`config.mk`:
```
export PLATFORM = sky130hd
export DESIGN_NAME = reflet_int_ctrl
export DESIGN_NICKNAME = d
export VERILOG_FILES = /design/src/rtl/reflet_int_ctrl.sv
export SDC_FILE = /design/constraint.sdc
export NUM_CORES = 1
export LEC_CHECK = 0
export CORE_MARGIN = 2
export CORE_UTILIZATION = 49
export CTS_CLUSTER_DIAMETER = 80
export DETAILED_ROUTE_END_ITERATION = 6
export PLACE_DENSITY = 0.78
export SYNTH_ARGS = -nofsm -noshare
export SYNTH_HDL_FRONTEND = slang
export SYNTH_SLANG_ARGS = --single-unit
```
`constraint.sdc`:
```
create_clock -name clk -period 1.6 [get_ports clk]
set_input_delay 0.16 -clock clk [delete_from_list [all_inputs] [get_ports clk]]
set_output_delay 0.16 -clock clk [all_outputs]
set_load 0.01 [all_outputs]
```
`src/rtl/reflet_int_ctrl.sv`:
```
// Memory-mapped interrupt controller: 8 synchronized sources, enable mask, 4-level routing, ID register.
// Optional level-sensitive sources are built in when REFLET_INT_CTRL_LEVEL_EN is defined.
module reflet_int_ctrl #(
    parameter int unsigned         wordsize  = 8,
    parameter logic [wordsize-1:0] base_addr = 8'hF0
) (
    input  logic                clk,
    input  logic                reset,
    input  logic [wordsize-1:0] addr,
    input  logic [wordsize-1:0] data_in,
    input  logic                write_en,
    output logic [wordsize-1:0] data_out,
    input  logic [7:0]          src,
    output logic [3:0]          ext_int
);

    localparam logic [2:0] REG_PENDING  = 3'd0;
    localparam logic [2:0] REG_ENABLE   = 3'd1;
    localparam logic [2:0] REG_LEVEL_LO = 3'd2;
    localparam logic [2:0] REG_LEVEL_HI = 3'd3;
    localparam logic [2:0] REG_ID       = 3'd4;
    localparam logic [2:0] REG_MODE     = 3'd5;

    logic [7:0] src_p0;   // first synchronizer flop
    logic [7:0] src_p1;   // second synchronizer flop
    logic [7:0] src_p2;   // previous value for edge detection
    logic [7:0] pending;
    logic [7:0] enable;
    logic [7:0] level_lo;
    logic [7:0] level_hi;
`ifdef REFLET_INT_CTRL_LEVEL_EN
    logic [7:0] mode;
`endif

    logic       sel;
    logic [2:0] idx;
    logic       wr_sel;
    logic [7:0] wdata;
    logic [7:0] edge_det;
    logic [7:0] w1c_mask;
    logic [7:0] pending_nxt;
    logic [7:0] active;
    logic [7:0] rd_byte;
    logic [wordsize-1:0] rd_word;

    function automatic logic [1:0] src_level(input logic [7:0] lo, input logic [7:0] hi,
                                             input int i);
        logic [15:0] both;
        both = {hi, lo};
        return both[2*i +: 2];
    endfunction

    function automatic logic [2:0] lowest_index(input logic [7:0] vec);
        logic [2:0] id;
        id = 3'd0;
        for (int i = 7; i >= 0; i--) begin
            if (vec[i]) id = 3'(i);
        end
        return id;
    endfunction

    assign sel    = (addr[wordsize-1:3] == base_addr[wordsize-1:3]);
    assign idx    = addr[2:0];
    assign wr_sel = write_en & sel;
    assign wdata  = data_in[7:0];

    generate
        if (wordsize > 8) begin : g_wide
            logic unused_data_hi;
            assign unused_data_hi = ^data_in[wordsize-1:8];
        end
    endgenerate

    assign edge_det = src_p1 & ~src_p2;
    assign active   = pending & enable;

    // Set has priority over a same-cycle write-one-to-clear.
    always_comb begin
        w1c_mask    = (wr_sel && idx == REG_PENDING) ? wdata : 8'h00;
        pending_nxt = (pending & ~w1c_mask) | edge_det;
`ifdef REFLET_INT_CTRL_LEVEL_EN
        pending_nxt = (pending_nxt & ~mode) | (src_p1 & mode);
`endif
    end

    always_comb begin
        ext_int = 4'b0000;
        for (int i = 0; i < 8; i++) begin
            if (active[i]) ext_int[src_level(level_lo, level_hi, i)] = 1'b1;
        end
    end

    always_comb begin
        rd_byte = 8'h00;
        case (idx)
            REG_PENDING:  rd_byte = pending;
            REG_ENABLE:   rd_byte = enable;
            REG_LEVEL_LO: rd_byte = level_lo;
            REG_LEVEL_HI: rd_byte = level_hi;
            REG_ID:       rd_byte = {|active, 4'b0000, lowest_index(active)};
`ifdef REFLET_INT_CTRL_LEVEL_EN
            REG_MODE:     rd_byte = mode;
`endif
            default:      rd_byte = 8'h00;
        endcase
        rd_word      = '0;
        rd_word[7:0] = rd_byte;
    end

    // Synchronizer / edge-detect stages
    always_ff @(posedge clk or posedge reset) begin
        if (reset) begin
            src_p0 <= 8'h00;
            src_p1 <= 8'h00;
            src_p2 <= 8'h00;
        end else begin
            src_p0 <= src;
            src_p1 <= src_p0;
            src_p2 <= src_p1;
        end
    end

    // Register file and read port
    always_ff @(posedge clk or posedge reset) begin
        if (reset) begin
            pending  <= 8'h00;
            enable   <= 8'h00;
            level_lo <= 8'h00;
            level_hi <= 8'h00;
            data_out <= '0;
        end else begin
            pending  <= pending_nxt;
            data_out <= sel ? rd_word : '0;
            if (wr_sel) begin
                case (idx)
                    REG_ENABLE:   enable   <= wdata;
                    REG_LEVEL_LO: level_lo <= wdata;
                    REG_LEVEL_HI: level_hi <= wdata;
                    default:      ;
                endcase
            end
        end
    end

`ifdef REFLET_INT_CTRL_LEVEL_EN
    always_ff @(posedge clk or posedge reset) begin
        if (reset) begin
            mode <= 8'h00;
        end else if (wr_sel && idx == REG_MODE) begin
            mode <= wdata;
        end
    end
`endif

endmodule

```
==> qor.csv <==
metric;value;unit
outcome;finished, violations left;
failing checks;setup timing;
Die Width;80.8;um
Mapped Area;2890;um2
CORE AREA;5610;um2
vias in the first global route;2414;
cell with the most instances after synthesis;dfrtp_1;
worst r2r src;pending[1];
worst setup path endpoint;ext_int[0];
Area Overhead vs Synth;48.3;%
Buffers on Ports;38;
Max FO, Critical Path;4;
Max transition margin;68.6;%
Worst Setup End Kind;output pin;
initial core utilization;51.5;%
Setup WS post-layout;-0.0973;ns
leakage;2.01;nW
Final Power;0.00374;W
Hold Path Class;in2async;
synth unique cells;37;
number of diodes;0;
Hold-fix buffers, CTS;0;
vias per inst;5.72;
RSZ-0062 raised after global routing;yes;
Post-synth EDFFs;0;
boundary pin count;39;
maximum buffer depth of the clock tree;2;
Worst path slowest cell;dfrtp_1;
worst hold slack;0.188;ns
Iteration-0 DRC Markers;148;
Root Driver;clkbuf_8;
Routed Antenna Nets;0;
syn nets;245;
drt wl/cell;19.9;um
Hold Fails Final Rpt;0;
post-synthesis sequential area ratio;55.4;%
WP data required;1.44;ns
Layout Skew;0.00905;ns
initial antenna violation count;0;
largest net degree at the start of global routing;27;
worst slack, placed;-0.239;ns
Post-Route Utilization;76.4;%
die area;6530;um2
post-synth top area share;55.4;%
layout cells sized above 1;46.3;%
main flop type after synthesis;dfrtp_1;
Placement Rows;27;
worst slew pin tran;0.469;ns
clock-pin slew on the worst setup and hold paths;0.07;ns
Num CTS Buffers;9;
Final Max Slew Viols;0;
# fillers;385;
CTS HTree Levels;3;
Clock Latency Late Sink;0.34;ns
Vias;2362;
Residual DRC;0;
DR pass1 iterations;4;
Total GRT Usage;26.9;%
Largest stage delay, worst path;0.41;ns
power per cell area;873;nW/um2
height of the die;80.8;um
Synth area leader;dfrtp_1;
Routed WL;8.22;mm
routability cong.;0.942;
Data arrival, critical path;1.54;ns
#FFs+latches synth;64;
first-pass GRT wire length;12.5;mm
CTS tree;done;
Post-synth ARST share;100;%
critical path launch point;pending[2];
Area contributors post-synth;dfrtp_1 55%, mux2_4 12%, mux4_2 6.2%;
fmax;0.589;GHz
total gr overflow;0;
Placed Cells;391;
post-route clock period utilization;106;%
Final #Nets;364;
TritonCTS Sinks;64;
# Max-Cap Violations;0;
Tmin final;1.70;ns
reg2reg end;data_out[1];
Final HPWL DP;5.83;mm
R2R cell count;5;
syn avg cell area;13.3;um2
CP Class;reg2out;
Synth Warn #;0;
Critical Path Start Type;register;
Finish-stage setup viols;3;
r2r setup slk;0.14;ns
cell count after synthesis;218;
Post-synth top cells;64 x dfrtp_1, 24 x mux2_4, 19 x nand4_1;
crit-path cells;nand2_2, nor3_2, a2111oi_2, nand2_1, buf_2;
Finished Layout Cells;413;
Worst VDD drop;0.607;mV
-- layer usage --
metal	part of all wire (%)	up-vias	GRT usage [%]	wire length (um)
met5	0	-	0	0
met3	5.2	21	4.22	431
met1	41	1185	34.6	3400
met2	50	91	44.4	4140
met4	3.1	0	13.6	253
li1	-	1065	-	-
-- cells by family after synthesis --
kind of cell | after synthesis | synth area share (%)
flip-flops | 64 | 55.4
multiplexers | 32 | 18.7
AND/OR/NAND/NOR | 75 | 14.8
AO/OA/AOI/OAI | 29 | 7.53
buffers and inverters | 18 | 3.51
-- worst max-delay path, delay by kind of cell (launching register included) --
family                 cells  cell delay (ns)
and+or+nand+nor            3             0.30
DFF                        1             0.41
AOI/OAI and AO/OA          1             0.33
buffers and inverters      1             0.15
-- placed cells by master, fill, tap and decap left out, types with 3 or more instances in the layout --
cell             count
a21oi_1              3
a22o_1               8
and2_1               4
buf_12               4
buf_2                3
buf_4               67
buf_6                8
clkbuf_8            11
clkdlybuf4s50_1     30
dfrtp_1             60
dfrtp_2              4
dlymetal6s2s_1       4
inv_1                9
mux2_4              24
mux4_2               8
nand2_1              7
nand2_2              5
nand2b_1             3
nand3_1              6
nand3_2              3
nand4_1             19
nor2_1               8
nor3_1               5
-- timing repair --
action / in CTS / in global routing
pin swaps: 13 / 15
setup endpoints to repair: 4 / 5
gates resized for setup: 32 / 24
cloned: 0 / 0
buffers inserted: 5 / 3
-- area by class of cell --
class                   count  area [um2]  area share [%]
inverters                  10        41.3           0.963
repair buffers            116        1040            24.2
multi-input cells         136        1290            30.1
flip-flops and latches     64        1610            37.5
clock buffers              12         155            3.62
well taps                  72        90.1            2.10
clock inverters             3        65.1            1.52
-- metrics by stage --
stage	setup TNS, ns	cell area [um2]
4_1_cts	-0.271	4180
6_report	-0.218	4290
3_3_place_gp	-6.77	3880
2_1_floorplan	0	2890
5_1_grt	-0.443	4290
3_5_place_dp	-6.89	3880
-- power by group --
part	switching (W)	internal (W)
combinational	0.000195	0.000261
sequential	0.0000578	0.00168
clock	0.000596	0.000952
-- flip-flops by register name, summed over array words and instances (netlist names) --
name,flops
level_hi,8
pending,8
enable,8
src_p1,8
level_lo,8
src_p2,8
src_p0,8
data_out,8
-- how the worst min path moves through the flow --
stage	depth (start not counted)	end	start
finish	2	data_out[7]	reset
global route	2	enable[2]	reset
CTS	2	enable[2]	reset
detailed placement	0	src_p1[4]	src_p0[4]
global placement	0	src_p1[5]	src_p0[5]
floorplan	0	src_p0[0]	src[0]
No activity file was read; power rests on OpenSTA's default activity.
